### src/rtl/float_pack.sv
`default_nettype none
// ============================================================================
//  Module   : float_pack (with package float_type)
//  Purpose  : Multi-cycle normalizer / round-to-nearest-even / packer that
//             turns {sign, signed biased exponent, 48-bit mantissa} into an
//             IEEE-754 single and reports its classification.
//  Revision : 1.0  initial release
// ============================================================================

package float_type;
    typedef enum logic [1:0] {
        ZERO      = 2'd0,
        VALID     = 2'd1,
        OVERFLOW  = 2'd2,
        UNDERFLOW = 2'd3
    } type_of_float;
endpackage

module float_pack
    import float_type::*;
#(
    parameter int BIAS = 127
) (
    input  logic               clk,
    input  logic               rst,
    input  logic               in_valid,
    output logic               in_ready,
    input  logic               in_sign,
    input  logic [9:0]         in_exponent,
    input  logic [47:0]        in_mantissa,
    output logic               out_valid,
    input  logic               out_ready,
    output logic [31:0]        out_float,
    output type_of_float       out_form
);

    localparam logic [1:0] S_IDLE  = 2'd0;
    localparam logic [1:0] S_NORM  = 2'd1;
    localparam logic [1:0] S_ROUND = 2'd2;
    localparam logic [1:0] S_DONE  = 2'd3;

    // First stored-exponent value that no longer fits (all-ones exponent)
    localparam logic signed [9:0] c_EXP_INF  = 10'(2 * BIAS + 1);
    localparam logic signed [9:0] c_EXP_ZERO = 10'sd0;
    localparam logic signed [9:0] c_EXP_ONE  = 10'sd1;

    logic [1:0]          r_state;
    logic [1:0]          w_next_state;
    logic                r_sign;
    logic signed [9:0]   r_exp;
    logic [47:0]         r_mant;
    logic [31:0]         r_out_float;
    type_of_float        r_out_form;

    logic                w_accept;
    logic                w_m_zero;
    logic                w_rshift;
    logic                w_lshift;
    logic                w_round_up;
    logic [24:0]         w_sum;
    logic                w_carry;
    logic [22:0]         w_frac;
    logic signed [9:0]   w_exp_rnd;

    assign w_accept = in_valid && in_ready;
    assign w_m_zero = (r_mant == 48'd0);

    // Normalization decision: right shift on overflow bit, left shift only while
    // the hidden bit is clear and the exponent is still positive
    assign w_rshift = !w_m_zero && r_mant[47];
    assign w_lshift = !w_m_zero && !r_mant[47] && !r_mant[46] && (r_exp > c_EXP_ZERO);

    // Round to nearest even on the 24-bit significand m[46:23]
    assign w_round_up = r_mant[22] && ((|r_mant[21:0]) || r_mant[23]);
    assign w_sum      = {1'b0, r_mant[46:23]} + {24'd0, w_round_up};
    assign w_carry    = w_sum[24];
    assign w_frac     = w_carry ? 23'd0 : w_sum[22:0];
    assign w_exp_rnd  = w_carry ? (r_exp + c_EXP_ONE) : r_exp;

    // State register; reset aborts any operation in flight
    always_ff @(posedge clk) begin
        if (rst) begin
            r_state <= S_IDLE;
        end else begin
            r_state <= w_next_state;
        end
    end

    // Next-state logic
    always_comb begin
        w_next_state = r_state;
        case (r_state)
            S_IDLE:  if (w_accept)  w_next_state = S_NORM;
            S_NORM:  if (!w_lshift) w_next_state = S_ROUND;
            S_ROUND: w_next_state = S_DONE;
            S_DONE:  if (out_ready) w_next_state = S_IDLE;
            default: w_next_state = S_IDLE;
        endcase
    end

    // FSM outputs
    always_comb begin
        in_ready  = (r_state == S_IDLE) && !rst;
        out_valid = (r_state == S_DONE);
    end

    // Datapath: capture operand, normalize one bit per cycle, round and classify
    always_ff @(posedge clk) begin
        if (rst) begin
            r_sign      <= 1'b0;
            r_exp       <= 10'sd0;
            r_mant      <= 48'd0;
            r_out_float <= 32'h0;
            r_out_form  <= ZERO;
        end else begin
            case (r_state)
                S_IDLE: begin
                    if (w_accept) begin
                        r_sign <= in_sign;
                        r_exp  <= $signed(in_exponent);
                        r_mant <= in_mantissa;
                    end
                end
                S_NORM: begin
                    if (w_rshift) begin
                        // keep the shifted-out bit as a sticky contribution
                        r_mant <= {1'b0, r_mant[47:2], r_mant[1] | r_mant[0]};
                        r_exp  <= r_exp + c_EXP_ONE;
                    end else if (w_lshift) begin
                        r_mant <= {r_mant[46:0], 1'b0};
                        r_exp  <= r_exp - c_EXP_ONE;
                    end
                end
                S_ROUND: begin
                    if (w_m_zero) begin
                        r_out_float <= {r_sign, 31'd0};
                        r_out_form  <= ZERO;
                    end else if (w_exp_rnd >= c_EXP_INF) begin
                        r_out_float <= {r_sign, 8'hFF, 23'd0};
                        r_out_form  <= OVERFLOW;
                    end else if (w_exp_rnd <= c_EXP_ZERO) begin
                        // no denormals: flush to signed zero
                        r_out_float <= {r_sign, 31'd0};
                        r_out_form  <= UNDERFLOW;
                    end else begin
                        r_out_float <= {r_sign, w_exp_rnd[7:0], w_frac};
                        r_out_form  <= VALID;
                    end
                end
                default: ;
            endcase
        end
    end

    assign out_float = r_out_float;
    assign out_form  = r_out_form;

endmodule
`default_nettype wire
### config.mk
export PLATFORM = sky130hd
export DESIGN_NAME = float_pack
export DESIGN_NICKNAME = d
export VERILOG_FILES = /design/src/rtl/float_pack.sv
export SDC_FILE = /design/constraint.sdc
export NUM_CORES = 1
export LEC_CHECK = 0
export BUFFER_PORTS_ARGS = -buffer_cell sky130_fd_sc_hd__clkbuf_2
export CAP_MARGIN = 20
export CORE_MARGIN = 2
export CORE_UTILIZATION = 30
export DETAILED_ROUTE_END_ITERATION = 10
export GPL_TIMING_DRIVEN = 0
export PLACE_DENSITY_LB_ADDON = 0.12
export SLEW_MARGIN = 25
export SYNTH_ARGS = -nofsm -noshare
export SYNTH_HDL_FRONTEND = slang
export SYNTH_SLANG_ARGS = --single-unit
### constraint.sdc
create_clock -name clk -period 3.4 [get_ports clk]
set_input_delay 0.68 -clock clk [delete_from_list [all_inputs] [get_ports clk]]
set_output_delay 0.68 -clock clk [all_outputs]
set_load 0.02 [all_outputs]
# After elaboration in Yosys (flattened, before gate mapping)
# Cells that the tools add are included.
word_totals:
  reg_bits: 95
  in_bits: 63
  output_inout_bits: 36
  word_cells: 59
classes:
  addsub: 3
  magnitude_cmp: 3
  n_eq_ne: 7
  muxes: 20
  n_bitwise: 1
  reduce_logical: 19
op_table:
  columns: ["cell", "count"]
  rows:
  - ["48-bit two-way mux", 3]
  - ["48-bit one-hot mux with 2 select lines", 1]
  - ["31-bit two-way mux", 3]
  - ["48-bit zero test", 1]
  - ["10-bit two-way mux", 4]
  - ["24-bit by 1-bit adder with 25-bit output", 1]
  - ["23-bit two-way mux", 1]
  - ["22-bit OR reduction", 1]
  - ["10-bit one-hot mux with 2 select lines", 1]
  - ["2-bit two-way mux", 6]
  - ["10-bit by 2-bit adder with 10-bit output, second input constant", 1]
  - ["10-bit by 9-bit greater-or-equal comparator with 1-bit output, second input constant", 1]
  - ["10-bit by 1-bit > comparator with 1-bit output, second input constant", 1]
  - ["10-bit by 1-bit <= comparator with 1-bit output, second input constant", 1]
  - ["10-bit by 2-bit subtractor with 10-bit output, second input constant", 1]
  - ["2-bit one-hot mux with 4 select lines", 1]
  - ["1-bit logical AND", 7]
  - ["3-bit AND reduction", 2]
  - ["2-bit == test, second input constant", 2]
  - ["1-bit zero test", 4]
  - ["2-bit != test, second input constant", 2]
  - ["3-bit != test, second input constant", 1]
  - ["2-bit by 1-bit == test with 1-bit output, second input constant", 1]
  - ["2-bit zero test", 1]
  - ["other kinds (5)", 5]

# Longest topological paths before layout
# Gate-level depths: netlist of the first run.
depth:
  depth_word: 9
  depth_mapped: 11
  mapped_depth_nobuf: 9

# Worst setup path before layout of the first run
# No wires, ideal clock.
synth_path:
  path_type: "reg2reg"
  from: "reg r_mant[22]"
  to: "reg r_out_float[6] (netlist: out_float[6])"
  setup_ns: 0.062
  arrival_time_ns: 2.780
  required_ns: 3.338
  setup_slack_ns: 0.558
  stages_incl_launch_ff: 11
  n_path_buf: 1
  period_less_slack_ns: 2.842
  cell_sequence: "dfxtp_1 -> and2_1 -> ha_1 -> nand4_4 -> nor4_4 -> nand3_1 -> xnor2_1 -> or3_1 -> nor3_2 -> buf_6 -> a32o_1"
synth_between:
  elab_chain_len: 7
  word_cells_on_any_way: 10
  cone_classes: "add/sub (1); order compare (2); mux (5); reduce/logical (2)"
synth_rtl:
  columns: ["element", "line", "text"]
  rows:
  - ["from (decl)", "51", "logic [47:0] r_mant;"]
  - ["from (signal assigned)", "121", "r_mant <= in_mantissa;"]
  - ["from (signal assigned)", "127", "r_mant <= {1'b0, r_mant[47:2], r_mant[1] | r_mant[0]};"]
  - ["from (signal assigned)", "130", "r_mant <= {r_mant[46:0], 1'b0};"]
  - ["1-bit logical AND", "74", "assign w_round_up = r_mant[22] && ((|r_mant[21:0]) || r_mant[23]);"]
  - ["24-bit by 1-bit adder with 25-bit output", "75", "assign w_sum = {1'b0, r_mant[46:23]} + {24'd0, w_round_up};"]
  - ["10-bit two-way mux", "78", "assign w_exp_rnd = w_carry ? (r_exp + c_EXP_ONE) : r_exp;"]
  - ["10-bit by 1-bit <= comparator with 1-bit output", "141", "end else if (w_exp_rnd <= c_EXP_ZERO) begin"]
  - ["31-bit two-way mux", "141", null]
  - ["31-bit two-way mux", "138", "end else if (w_exp_rnd >= c_EXP_INF) begin"]
  - ["31-bit two-way mux *", "135", "if (w_m_zero) begin"]
  - ["to (signal assigned)", "136", "r_out_float <= {r_sign, 31'd0};"]
  - ["to (signal assigned)", "139", "r_out_float <= {r_sign, 8'hFF, 23'd0};"]
  - ["to (signal assigned)", "143", "r_out_float <= {r_sign, 31'd0};"]
  - ["to (decl)", "52", "logic [31:0] r_out_float;"]
# Every way passes the cells marked *; elsewhere a longest branch is shown, timed or not.
# A chain may end at the register's enable or synchronous reset.

# Final worst setup path of the first run
layout_path:
  from: "reg r_mant[22]"
  to: "reg r_out_float[14] (netlist: out_float[14])"
# Same word-level chain as after synthesis.

==> results of run 1 <==
==> final cells by class <==
cell class              instances  share of cell area
repair buffers                 97              0.0725
plain buffers                  69              0.0439
clock buffers                  11              0.0347
inverters                      13             0.00728
clock inverters                 5             0.00598
well taps                     234              0.0437
flip-flops and latches         95               0.284
multi-input cells             527               0.508
==> where the power goes <==
part | switching (mW) | internal (mW) | leakage, nW | total, mW
sequential | 0.380 | 1.50 | 0.775 | 1.88
clock | 0.489 | 0.503 | 0.123 | 0.992
combinational | 2.37 | 1.32 | 1.60 | 3.69
total | 3.24 | 3.32 | 2.50 | 6.56
==> worst max-delay path: cells and delay by family, from the launching register on <==
family          cells  cell delay (ns)
buf+inv             1             0.16
flops               1             0.44
simple gates        6             1.63
fa+ha+maj           1             0.30
compound gates      2             0.62
==> metrics by stage <==
stage | cell area, um2 | utilization | setup WS [ns]
3_5_place_dp | 6410 | 0.345 | 0.0415
2_1_floorplan | 5640 | - | 0.558
4_1_cts | 6690 | 0.360 | 0.00138
6_report | 6700 | 0.361 | 0.159
5_1_grt | 6700 | 0.361 | 0.0192
3_3_place_gp | 6410 | 0.345 | 0.0602
==> flip-flops by register name, summed over array words and instances, names as in the netlist <==
name       flops
r_exp         10
r_sign         1
r_state        2
r_mant        48
out_form       2
out_float     32
==> cell usage after synthesis (all sizes together), types with 2 or more instances <==
library cell	instances
o21ai	15
nor2	30
nor4b	3
xnor2	23
mux2i	46
and2	3
nand2	109
nand4	9
inv	13
nor4	18
o211ai	50
dfxtp	95
and3	5
xor2	11
a221oi	3
nand2b	16
a211oi	4
o21bai	2
buf	20
nor3	17
o32ai	8
ha	9
a22oi	3
o31ai	2
a32o	23
or3	6
nor2b	4
a21oi	76
o211a	2
clkbuf	49
nand3	20
==> metal layers <==
| metal | vias to the layer above | global-route usage |
|---|---|---|
| met5 | - | 0 |
| met1 | 2655 | 0.256 |
| met2 | 133 | 0.299 |
| li1 | 2773 | - |
| met4 | 0 | 0.0737 |
| met3 | 23 | 0.0289 |
==> placed cells by master (no fill, tap or decap), drive strengths merged, types with 2 or more instances in the layout <==
cell type and count:
nand3 20, nor2b 4, nor4 18, xor2 11, buf 20, a21oi 76, and2 3, ha 9
inv 15, o211ai 50, nand4 9, a211oi 4, o31ai 2, mux2i 46, a32o 23, o21ai 15
and3 5, nor4b 3, nand2b 16, o211a 2, or3 6, o32ai 8, xnor2 23, o21bai 2
clkbuf 157, clkinvlp 3, nor3 17, a22oi 3, dfxtp 95, nand2 109, a221oi 3, nor2 30
==> timing repair <==
action | in CTS | in global routing
setup endpoints to repair | 0 | 77
hold endpoints to repair | 0 | 0
gates resized for setup | 0 | 2
==> kinds of logic (layout without fill, tap and decap cells) <==
| logic type | count (synthesis) | in the layout | share of synthesized area |
|---|---|---|---|
| compound gates | 195 | 195 | 0.235 |
| xor+xnor | 34 | 34 | 0.0528 |
| fa+ha+maj | 9 | 9 | 0.0200 |
| buf+inv | 82 | 195 | 0.0608 |
| flops | 95 | 95 | 0.337 |
| mux | 47 | 47 | 0.0837 |
| simple gates | 242 | 242 | 0.210 |
==> worst max path at each step <==
stage	slack, ns	startpoint	to	depth (start not counted)
2_1_floorplan	0.56	r_mant[22]	out_float[6]	10
3_3_place_gp	0.06	r_mant[22]	out_float[10]	10
3_5_place_dp	0.04	r_mant[22]	out_float[3]	10
4_1_cts	0.001	r_mant[22]	out_float[14]	10
5_1_grt	0.02	r_mant[22]	out_float[7]	10
6_report	0.16	r_mant[22]	out_float[14]	10
==> flow_summary.yaml, run 1 <==
outcome:
  outcome: "completed"
placement:
  portBuffers: 97
  gp_congestion: 0.904
  hpwlAfterDp_mm: 14.0
  place_inst: 1035
critical_path:
  crit_slowest_cell: "or4_4"
  r2r-start: "r_mant[22]"
  worst_setup_path_end_kind: "flop"
  crit_arrival_ns: 3.49
  slowest_delay_ns: 0.52
  cp.required_ns: 3.65
  reg2reg_depth: 10
  rrSetupSlack_ns: 0.16
  path_max_fanout: 10
  r2r_end: "out_float[14]"
  critPathKind: "reg2reg"
  critPathLaunchType: "flop"
  crit_chain: "and2_1 -> ha_1 -> nand4_4 -> nor4_4 -> nand2_2 -> or4_4 -> a211oi_2 -> nor3_4 -> buf_6 -> a32o_1"
cts:
  ctsHtreeMaxLevel: 3
  clk_latency_ns: 0.36
  clk_pin_slew_ns: 0.07
  cts_buffers: 9
  cts_tree: "built"
  post_cts_buffers: 0
  root_buffer: "clkbuf_16"
  postCtsHoldBufs: 0
  cts_max_path_buffers: 2
  cts_num_sinks: 95
sta:
  worst_pin_slew_ns: 0.847
  skew_ns: 0.00809
  fmaxAchievable_ghz: 0.309
  fin_hold_ws_ns: 0.456
  final_hold_viol_count: 0
  slew_headroom: 0.433
  fin_crit_sh: 0.953
  setup_tns_ns: 0
  rsz0062_at_grt: "false"
  setup_violations: 0
  min_period_ns: 3.24
  finalMaxSlewViolations: 0
finish:
  n_antenna_cell: 0
  instances_no_fill: 1051
  layout-drive-gt1-share: 0.173
  synthToLayoutAreaGrowth_pct: 18.9
  multiInputGateArea_um2: 3400
  regArea_um2: 1900
  final_nets: 884
  fill_cells: 1951
routing:
  wl_met2_mm: 8.64
  wl_met1_mm: 8.96
  wl_per_cell_um: 17.8
  antenna_left: 0
  drt-pass1-iter-count: 5
  top_layer: "met4"
  wl_mm: 18.7
  detail_route.iter0.violations: 399
  routed_via_density: 5.31
  vias: 5584
  drc: 0
  wl_met3_um: 724
yosys:
  synth_seq_cells: 95
  synth_area_leaders: "dfxtp_1 34%, mux2i_1 8.2%, nand2_1 7.2%"
  netlist.top_cell.by_area: "dfxtp_1"
  synthArstFlopShare: 0
  synth_cells: 704
  yosysTopAreaCellShare: 0.337
  netlist_area_um2: 5640
  yosys_most_used_dff: "dfxtp_1"
  synth_edf_count: 0
  synth-seq-area-share: 0.337
  synth_cell_types: 51
  yosysWarnings: 0
  synth.net_count: 776
  avgSynthCellArea_um2: 8.01
die:
  start_util: 0.303
  ios: 99
  core-area_um2: 18600
  die_y_um: 141
  die_area_um2: 19900
  rows: 50
  die_w_um: 141
hold_path:
  hold_end: "out_form[0]"
  hold_class: "reg2reg"
  holdCritStartpoint: "out_form[0]"
  min_delay_path_depth: 1
global_routing:
  grt_pass1_vias: 5460
  grt_max_degree: 17
  grt_pass1_wl_mm: 29.6
  gr-total-overflow: 0
  antenna_found_initial: 0
  gr-usage-all-layers: 0.188
power:
  vdd_drop_max_mv: 0.335
  power.total_mw: 6.56
  pwr_density_cell_nw_per_um2: 978
  p_leak_nw: 2.50
job:
  cap_violations: 0
Note: power is estimated with default switching activity, not from simulation.
==> run 2, diff against run 1 <==
--- a/config.mk
+++ b/config.mk
@@ -5,6 +5,7 @@
 export SDC_FILE = /design/constraint.sdc
 export NUM_CORES = 1
 export LEC_CHECK = 0
+export ABC_AREA = 1
 export BUFFER_PORTS_ARGS = -buffer_cell sky130_fd_sc_hd__clkbuf_2
 export CAP_MARGIN = 20
 export CORE_MARGIN = 2
==> run 2 against run 1 <==
Utilization increased by 0.36 points. Wire length is 9.4% higher. Cell count grew 25%. Total power shrank 7.6%. Worst hold slack better by 0.0071 ns. Area after synthesis rose by 6.7%. Global-route usage grew 0.67 points. Sequential power decreased by 2%. First-iteration DRC count shrank 8.0%. Critical path type unchanged.
==> flow_summary.yaml, run 2 <==
critical_path:
  reg2reg_depth: 13
  path_max_fanout: 10
  critPathLaunchType: "flop"
  r2r-start: "r_exp[0]"
  crit_arrival_ns: 3.10
  cp.required_ns: 3.68
  r2r_end: "r_mant[45]"
  critPathKind: "reg2reg"
  rrSetupSlack_ns: 0.59
  worst_setup_path_end_kind: "flop"
sta:
  slew_headroom: 0.592
  finalMaxSlewViolations: 0
  worst_pin_slew_ns: 0.612
  fin_crit_sh: 0.827
  setup_tns_ns: 0
  fmaxAchievable_ghz: 0.355
  setup_violations: 0
  min_period_ns: 2.81
  rsz0062_at_grt: "false"
  final_hold_viol_count: 0
  skew_ns: 0.00877
die:
  die_w_um: 146
  die_y_um: 146
  ios: 99
  core-area_um2: 19600
  start_util: 0.307
  die_area_um2: 21200
  rows: 51
yosys:
  synth_compound_area_frac: 0.275
  synth_area_leaders: "dfxtp_1 32%, a21oi_1 16%, nand2_1 11%"
  yosysMostFrequentCell: "a21oi_1"
  yosysWarnings: 0
  synth-simple-area-share: 0.254
  netlist_area_um2: 6010
  synth_mux_area_frac: 0
  yosys_most_used_dff: "dfxtp_1"
  synth_cell_types: 36
  synthAdderAreaFrac: 0.0187
  synth_edf_count: 0
  avgSynthCellArea_um2: 6.40
  synth.net_count: 1011
  synth_seq_cells: 95
  synth_cells: 939
  synthXorXnorAreaFrac: 0.0335
  netlist.top_cell.by_area: "dfxtp_1"
  synthTopCellsByCount: "188 x a21oi_1, 175 x nand2_1, 118 x o21ai_0"
  yosysTopAreaCellShare: 0.316
  synth_top_family_by_area: "compound AO/OA/AOI/OAI gates"
  synthArstFlopShare: 0
  synth-seq-area-share: 0.316
hold_path:
  holdCritStartpoint: "out_float[25]"
  hold_end: "out_float[25]"
  min_delay_path_depth: 2
  hold_class: "reg2reg"
cts:
  cts_max_path_buffers: 2
  clk_pin_slew_ns: 0.07
  root_buffer: "clkbuf_16"
  cts_tree: "built"
  cts_buffers: 9
  postCtsHoldBufs: 0
  cts_num_sinks: 95
  clk_latency_ns: 0.35
  post_cts_buffers: 0
  cts_resized: 0
  ctsHtreeMaxLevel: 3
finish:
  layout-drive-gt1-share: 0.144
  fill_cells: 2188
  synthToLayoutAreaGrowth_pct: 18.7
  final_cell_mix: "188 x a21oi_1, 175 x nand2_1, 118 x o21ai_0"
  regMostFlops: "r_mant"
  largest_register_ffs: 48
  n_antenna_cell: 0
  final_nets: 1120
  final_common_cell: "a21oi_1"
power:
  power.total_mw: 6.05
  vdd_drop_max_mv: 0.284
  p_int_mw: 3.08
  p_leak_nw: 2.97
  seqPwrFrac: 0.304
  pwr_density_cell_nw_per_um2: 849
  clockPowerShare: 0.174
  p_sw_mw: 2.98
  p_comb_frac: 0.522
  swShare: 0.492
global_routing:
  gr-usage-all-layers: 0.195
  grt_pass1_vias: 6287
  grt_use_met2: 0.298
  top_usage_layer: "met2"
  use_met3: 0.0310
  antenna_found_initial: 1
  grt_pass1_wl_mm: 33.6
  grt_max_degree: 16
  met1_usage: 0.289
  gr-total-overflow: 0
placement:
  portBuffers: 98
  gp_congestion: 0.887
  hpwlAfterDp_mm: 16.1
routing:
  drt-pass1-iter-count: 4
  wl_per_cell_um: 15.5
  detail_route.iter0.violations: 367
  drc: 0
  antenna_left: 0
  wl_mm: 20.5
  routed_via_density: 4.96
  vias: 6540
job:
  cap_violations: 0
outcome:
  outcome: "completed"
## run 2: changes by cell type in the layout (fill, tap and decap cells not counted), moves of 23 or more
cell      delta
a21oi_1    +112
a32o_1      -23
nand4_1     +24
nand2_1     +67
o21ai_0    +103
o211ai_1    -47
inv_1       +72
mux2i_1     -46
## run 2: layer usage
layer	routed length (um)	up-vias	share of wire
li1	-	3396	-
met2	8800	151	0.43
met4	199	0	0.0097
met3	992	15	0.048
met1	10500	2978	0.51
met5	0	-	0
## run 2: kinds of logic (layout without fill, tap and decap cells)
group,Yosys count,count (layout)
simple gates,340,340
flops,95,95
xor+xnor,23,23
buf+inv,150,264
fa+ha+maj,9,9
compound gates,322,322
## run 2: cell type report
class | instances | area (um2) | share of cell area
Multi-Input combinational cell | 694 | 3500 | 0.490
Sequential cell | 95 | 1900 | 0.267
Timing Repair Buffer | 98 | 490 | 0.0687
Inverter | 89 | 334 | 0.0468
Tap cell | 265 | 332 | 0.0465
Buffer | 61 | 280 | 0.0393
Clock buffer | 12 | 246 | 0.0345
Clock inverter | 4 | 53.8 | 0.00754
## run 2: critical path, cell delays in order (launching register included)
cell and delay (ns):
dfxtp_1 0.49, inv_1 0.24, ha_1 0.26, nand3_1 0.08
nor2_1 0.05, nor3_1 0.19, nand2_1 0.08, nand2_1 0.06
nand2_1 0.23, inv_1 0.14, buf_2 0.23, clkbuf_1 0.41
o21ai_0 0.15, a21oi_1 0.13
## run 2: worst max-delay path by stage
| stage | cells past startpoint | start | endpoint |
|---|---|---|---|
| final | 13 | r_exp[0] | r_mant[45] |
| after global routing | 13 | r_exp[0] | r_mant[38] |
| after CTS | 13 | r_exp[0] | r_mant[45] |
| after detailed placement | 15 | r_mant[22] | out_float[13] |
| after global placement | 13 | r_exp[0] | r_mant[45] |
| after floorplan | 15 | r_mant[22] | out_float[2] |
## run 2: per-stage QoR
| step | util | setup WS (ns) | hold slack [ns] | cells | area, um2 |
|---|---|---|---|---|---|
| after floorplan | - | 1.21 | 0.443 | 939 | 6010 |
| after global placement | 0.349 | 0.618 | 0.454 | 1302 | 6830 |
| after detailed placement | 0.349 | 0.633 | 0.456 | 1302 | 6830 |
| after CTS | 0.364 | 0.611 | 0.466 | 1318 | 7130 |
| after global routing | 0.364 | 0.263 | 0.477 | 1318 | 7130 |
| final | 0.364 | 0.587 | 0.464 | 1318 | 7130 |
## run 2: power groups by stage
stage | sequential [mW] | clock, mW | combinational [mW]
detailed placement | 1.85 | 0 | 3.15
finish | 1.84 | 1.05 | 3.16
CTS | 1.83 | 1.09 | 3.17
global route | 1.89 | 1.13 | 3.62
floorplan | 1.79 | 0 | 2.25
global placement | 1.86 | 0 | 3.15
